## src/rtl/multicycle_divider.sv

```systemverilog
// Radix-2 restoring integer divider: one quotient bit per clock, WIDTH iterations,
// unsigned or two's-complement operands per operation, valid/ready on both sides.
module multicycle_divider #(
  parameter int WIDTH     = 64,
  parameter bit SIGNED_EN = 1'b1
) (
  input  logic             clk,
  input  logic             rst_n,
  input  logic             in_valid,
  output logic             in_ready,
  input  logic [WIDTH-1:0] dividend,
  input  logic [WIDTH-1:0] divisor,
  input  logic             signed_mode,
  output logic             out_valid,
  input  logic             out_ready,
  output logic [WIDTH-1:0] quotient,
  output logic [WIDTH-1:0] remainder,
  output logic             div_by_zero,
  output logic             busy
);

  localparam int CNT_W = $clog2(WIDTH) + 1;
  localparam logic [WIDTH-1:0] ONE = WIDTH'(1);

  typedef enum logic [1:0] {IDLE, CALC, DONE} state_t;

  state_t           state;
  logic [CNT_W-1:0] cnt;
  logic [WIDTH-1:0] rem_acc;
  logic [WIDTH-1:0] dvd_sh;
  logic [WIDTH-1:0] dvs_mag;
  logic             neg_q;
  logic             neg_r;

  function automatic logic [WIDTH-1:0] magnitude(input logic [WIDTH-1:0] v,
                                                 input logic is_signed);
    return (is_signed && v[WIDTH-1]) ? (~v + ONE) : v;
  endfunction

  function automatic logic [WIDTH-1:0] apply_sign(input logic [WIDTH-1:0] v,
                                                  input logic neg);
    return neg ? (~v + ONE) : v;
  endfunction

  logic             signed_op;
  logic             accept;
  logic [WIDTH:0]   rem_shift;
  logic [WIDTH:0]   trial;
  logic             q_bit;
  logic [WIDTH-1:0] rem_next;
  logic [WIDTH-1:0] q_next;

  assign signed_op = signed_mode & SIGNED_EN;
  assign accept    = in_valid & in_ready;

  // The quotient bits are shifted into the vacated low end of the dividend register.
  assign rem_shift = {rem_acc, dvd_sh[WIDTH-1]};
  assign trial     = rem_shift - {1'b0, dvs_mag};
  assign q_bit     = ~trial[WIDTH];
  assign rem_next  = q_bit ? trial[WIDTH-1:0] : rem_shift[WIDTH-1:0];
  assign q_next    = {dvd_sh[WIDTH-2:0], q_bit};

  always_ff @(posedge clk) begin
    if (accept) begin
      rem_acc <= '0;
      dvd_sh  <= magnitude(dividend, signed_op);
      dvs_mag <= magnitude(divisor, signed_op);
      neg_q   <= signed_op & (dividend[WIDTH-1] ^ divisor[WIDTH-1]);
      neg_r   <= signed_op & dividend[WIDTH-1];
    end else if (state == CALC) begin
      rem_acc <= rem_next;
      dvd_sh  <= q_next;
    end
  end

  always_ff @(posedge clk or negedge rst_n) begin
    if (!rst_n) begin
      state       <= IDLE;
      cnt         <= '0;
      in_ready    <= 1'b0;
      out_valid   <= 1'b0;
      busy        <= 1'b0;
      quotient    <= '0;
      remainder   <= '0;
      div_by_zero <= 1'b0;
    end else begin
      case (state)
        IDLE: begin
          if (accept) begin
            in_ready <= 1'b0;
            busy     <= 1'b1;
            cnt      <= '0;
            if (divisor == '0) begin
              state       <= DONE;
              out_valid   <= 1'b1;
              quotient    <= '1;
              remainder   <= dividend;
              div_by_zero <= 1'b1;
            end else begin
              state <= CALC;
            end
          end else begin
            in_ready <= 1'b1;
          end
        end
        CALC: begin
          cnt <= cnt + 1'b1;
          // Sign correction is folded into the last iteration so DONE follows directly.
          if (cnt == CNT_W'(WIDTH - 1)) begin
            state       <= DONE;
            out_valid   <= 1'b1;
            quotient    <= apply_sign(q_next, neg_q);
            remainder   <= apply_sign(rem_next, neg_r);
            div_by_zero <= 1'b0;
          end
        end
        DONE: begin
          if (out_ready) begin
            state     <= IDLE;
            out_valid <= 1'b0;
            busy      <= 1'b0;
            in_ready  <= 1'b1;
          end
        end
        default: begin
          state <= IDLE;
        end
      endcase
    end
  end

endmodule

```

## config.mk

```make
export PLATFORM = sky130hd
export DESIGN_NAME = multicycle_divider
export DESIGN_NICKNAME = d
export VERILOG_FILES = /design/src/rtl/multicycle_divider.sv
export SDC_FILE = /design/constraint.sdc
export NUM_CORES = 1
export LEC_CHECK = 0
export CAP_MARGIN = 40
export CORE_MARGIN = 2
export CORE_UTILIZATION = 40
export CTS_CLUSTER_SIZE = 10
export DETAILED_ROUTE_END_ITERATION = 8
export SYNTH_ARGS = -nofsm -noshare
export SYNTH_HDL_FRONTEND = slang
export SYNTH_SLANG_ARGS = --single-unit
```

## constraint.sdc

```tcl
create_clock -name clk -period 20.7 [get_ports clk]
set_clock_uncertainty 0.2 [all_clocks]
set_input_delay 4.14 -clock clk [delete_from_list [all_inputs] [get_ports clk]]
set_output_delay 4.14 -clock clk [all_outputs]
set_load 0.1 [all_outputs]
```

==> results_dict.tcl <==
set metrics [dict create \
    max_cap_violations 0 \
    via_per_inst 5.63 \
    rows 89 \
    status "completed" \
    critPathBufInv 4 \
    worstPathCellList "clkdlybuf4s50_1 > or4_1 > or3_1 > nor2_1 > and3_1 > nand4b_1 > nor4_1 > clkdlybuf4s15_2 > nand2_1 > nor2_1 > o21ai_4 > buf_4 > nor2_4 > buf_4 > a21oi_1" \
    cts_setup_buffers 0 \
    core_sq_mm 0.0592 \
    worstSetupEndpoint "quotient[22]" \
    final-seq-area_sq_mm 0.00871 \
    track_usage_pct 25.1 \
    yosysWarnings 0 \
    clock_path_buffers 3 \
    cts_made_buffers 42 \
    cts_root_buffer "clkbuf_16" \
    routedWlPerCell_microns 19.7 \
    dr.pass1.iters 5 \
    clock_latency_ns 0.58 \
    die_h_microns 249 \
    hp-class "flop to flop" \
    initial_utilization_pct 40.7 \
    period_needed_ns 8.63 \
    synth_seq_cells 335 \
    r2r_cells 25 \
    grt_first_pass_wirelength_microns 125000 \
    clock-sinks 335 \
    cp.arrival_ns 8.84 \
    tns_ns 0 \
    drtAntennaViolNets 0 \
    finalNetCount 3430 \
    peakVddDrop_v 0.0000634 \
    grt_max_degree 81 \
    p_leak_nw 12.4 \
    synth_nets 3128 \
    antenna_cells 0 \
    post_synth_instance_area_sq_mm 0.0241 \
    critPathMaxStageDelay_ns 0.57 \
    gp_congestion 0.942 \
    multi_input_area_sq_mm 0.0144 \
    holdWs_ns 0.277 \
    antenna_found_initial 2 \
    worstSetupStartpoint "divisor[10]" \
    timing.rr.end "quotient[58]" \
    overflow 0 \
    critPathLaunchType "primary input" \
    period_share_pct 41.7 \
    yosysSeqAreaShare_pct 36.2 \
    fmax_ghz 0.116 \
    drt_wl_total_microns 79600 \
    drv_slew 0 \
    dp.cells 3956 \
    r2r_start "dvd_sh[63]" \
    syn_area_per_cell_sq_um 8.23 \
    worst_slew_pin_slew_ns 0.858 \
    critPathKind "primary input to flop" \
    cp_top_family "simple AND/OR/NAND/NOR gates" \
    n_fill_cell 5474 \
    area_growth_pct 28.3 \
    drc 0 \
    cts_resized 0 \
    fin_cells 4034 \
    total_power_w 0.00148 \
    dp_hpwl_microns 62400 \
    pin_count 265 \
    cp.depth 15 \
    drt-initial-drc-count 1729 \
    port-buffer-count 264 \
    cts-htree-levels 2 \
    drive_above_1_share_pct 8.59 \
    synthArstFlopShare_pct 42.1 \
    synth_flop_cell "dfrtp_1" \
    synth_cell_types 90 \
    holdBufCountCts 0 \
    die_w_microns 249 \
    r2r_slack_ns 12.84 \
    finalHoldViolations 0 \
    slew_headroom_pct 41.3 \
    clkTransAtPathRegs_ns 0.06 \
    die_area_sq_mm 0.0622 \
    syn_inst 2925 \
    cts_tree "yes" \
    synth_edf_count 130 \
    grt_pass1_vias 21700 \
    cellPowerDensity_mw_per_mm2 48.0 \
    vias 22700 \
    critPathCaptureType "flop" \
    crit_required_ns 20.91 \
    path_max_fanout 67 \
    crit_slowest_cell "or4_1" \
    setup_viol_count_final 0 \
    rsz0062_at_grt "false" \
]
[cell families (layout without fill, tap and decap cells)]
group	count (synthesis)	in the layout	share of synthesized area, %
muxes	54	54	2.31
buffers and inverters	265	601	4.43
xor gates and xnor gates	277	277	10.2
AOI/OAI and AO/OA	892	892	22.7
and+or+nand+nor	1032	1032	20.5
adders and majority gates	70	70	3.67
DFF	335	335	36.2
[worst register-to-register path, cell delays in order (launching register included)]
cell      delay, ns
edfxtp_1       0.51
inv_1          0.14
ha_1           0.22
fa_1           0.28
nor2b_4        0.07
o31ai_2        0.39
a21o_1         0.28
o211ai_4       0.13
a211oi_4       0.51
o21ai_4        0.18
xor2_4         0.18
inv_2          0.38
buf_4          0.42
ha_1           0.25
nand2_1        0.07
or2_2          0.33
or4_1          0.50
or2_2          0.34
inv_1          0.07
nand4_1        0.31
or2_2          0.44
or3_1          0.36
or4_1          0.50
o41ai_1        0.38
xor2_1         0.20
a21oi_1        0.08
[state kept, by name, summed over array words and instances, names as in the netlist, 2 cells and up]
signal	count
dvd_sh	64
cnt	7
quotient	64
rem_acc	64
dvs_mag	64
state	2
remainder	64
[report_power, final]
group	total (W)	internal, W	switching (W)
combinational	0.0000846	0.0000413	0.0000433
sequential	0.000689	0.000689	0
clock	0.000710	0.000415	0.000294
total	0.00148	0.00115	0.000338
[worst min path at each step]
| stage | from | end | slack (ns) | cells after the start |
|---|---|---|---|---|
| 2_1_floorplan | rem_acc[53] | rem_acc[53] | 0.25 | 2 |
| 5_1_grt | div_by_zero | div_by_zero | 0.28 | 1 |
| 3_3_place_gp | div_by_zero | div_by_zero | 0.27 | 1 |
| 4_1_cts | div_by_zero | div_by_zero | 0.28 | 1 |
| 6_report | div_by_zero | div_by_zero | 0.28 | 1 |
| 3_5_place_dp | div_by_zero | div_by_zero | 0.26 | 1 |
[through the flow]
stage          instance area (sq um)  worst slack, ns  utilization, %
2_1_floorplan                  24100            13.08               -
3_3_place_gp                   27200            11.05            45.9
3_5_place_dp                   29600            11.54            49.9
4_1_cts                        30900            12.15            52.2
5_1_grt                        30900            11.82            52.2
6_report                       30900            12.07            52.2
[synthesized netlist by cell type (all sizes together), types with 43 or more instances]
cell    number  area (sq um)
nor2       319          1200
nand2      295          1110
a21oi      274          1380
o21ai      270          1360
xor2       149          1320
dfrtp      141          3530
edfxtp     130          3900
xnor2      128          1120
clkbuf     118           444
inv         98           368
nor3        76           380
ha          69           863
a211oi      66           508
dfxtp       64          1280
or3         56           360
o31ai       54           430
buf         48           251
nor4        43           275
[cell type report]
| class | count | share of cell area (%) |
|---|---|---|
| Clock buffer | 73 | 4.11 |
| Sequential cell | 335 | 28.2 |
| Timing Repair Buffer | 424 | 16.7 |
| Inverter | 99 | 1.21 |
| Clock inverter | 5 | 0.166 |
| Multi-Input combinational cell | 2325 | 46.4 |
| Tap cell | 773 | 3.13 |
[layer usage]
metal | track usage, % | vias to the layer above | wire (microns)
met5 | 0 | - | 10
met4 | 5.59 | 2 | 1560
li1 | - | 11200 | -
met1 | 36.6 | 10700 | 38400
met2 | 39.5 | 655 | 35400
met3 | 3.17 | 104 | 4270
[layout by cell type (no fill, tap or decap), drive strengths merged, types with 18 or more instances in the layout]
| master | Yosys | final |
|---|---|---|
| o21ai | 270 | 270 |
| inv | 98 | 99 |
| a22oi | 20 | 20 |
| edfxtp | 130 | 130 |
| o21a | 19 | 19 |
| a21o | 23 | 23 |
| a31oi | 40 | 40 |
| nand4 | 41 | 41 |
| clkdlybuf4s50 | 0 | 263 |
| clkbuf | 118 | 73 |
| a21oi | 274 | 274 |
| a211oi | 66 | 66 |
| and3 | 27 | 27 |
| nor3 | 76 | 76 |
| nand2 | 295 | 295 |
| dfrtp | 141 | 141 |
| and2 | 26 | 26 |
| o41ai | 22 | 22 |
| o31ai | 54 | 54 |
| nor2 | 319 | 319 |
| mux2i | 42 | 42 |
| nand3 | 38 | 38 |
| ha | 69 | 69 |
| or3 | 56 | 56 |
| buf | 48 | 160 |
| xor2 | 149 | 149 |
| nor4 | 43 | 43 |
| nand2b | 18 | 18 |
| xnor2 | 128 | 128 |
| dfxtp | 64 | 64 |
| and4 | 18 | 18 |
| or4 | 25 | 25 |
No activity file was read; power rests on OpenSTA's default activity.
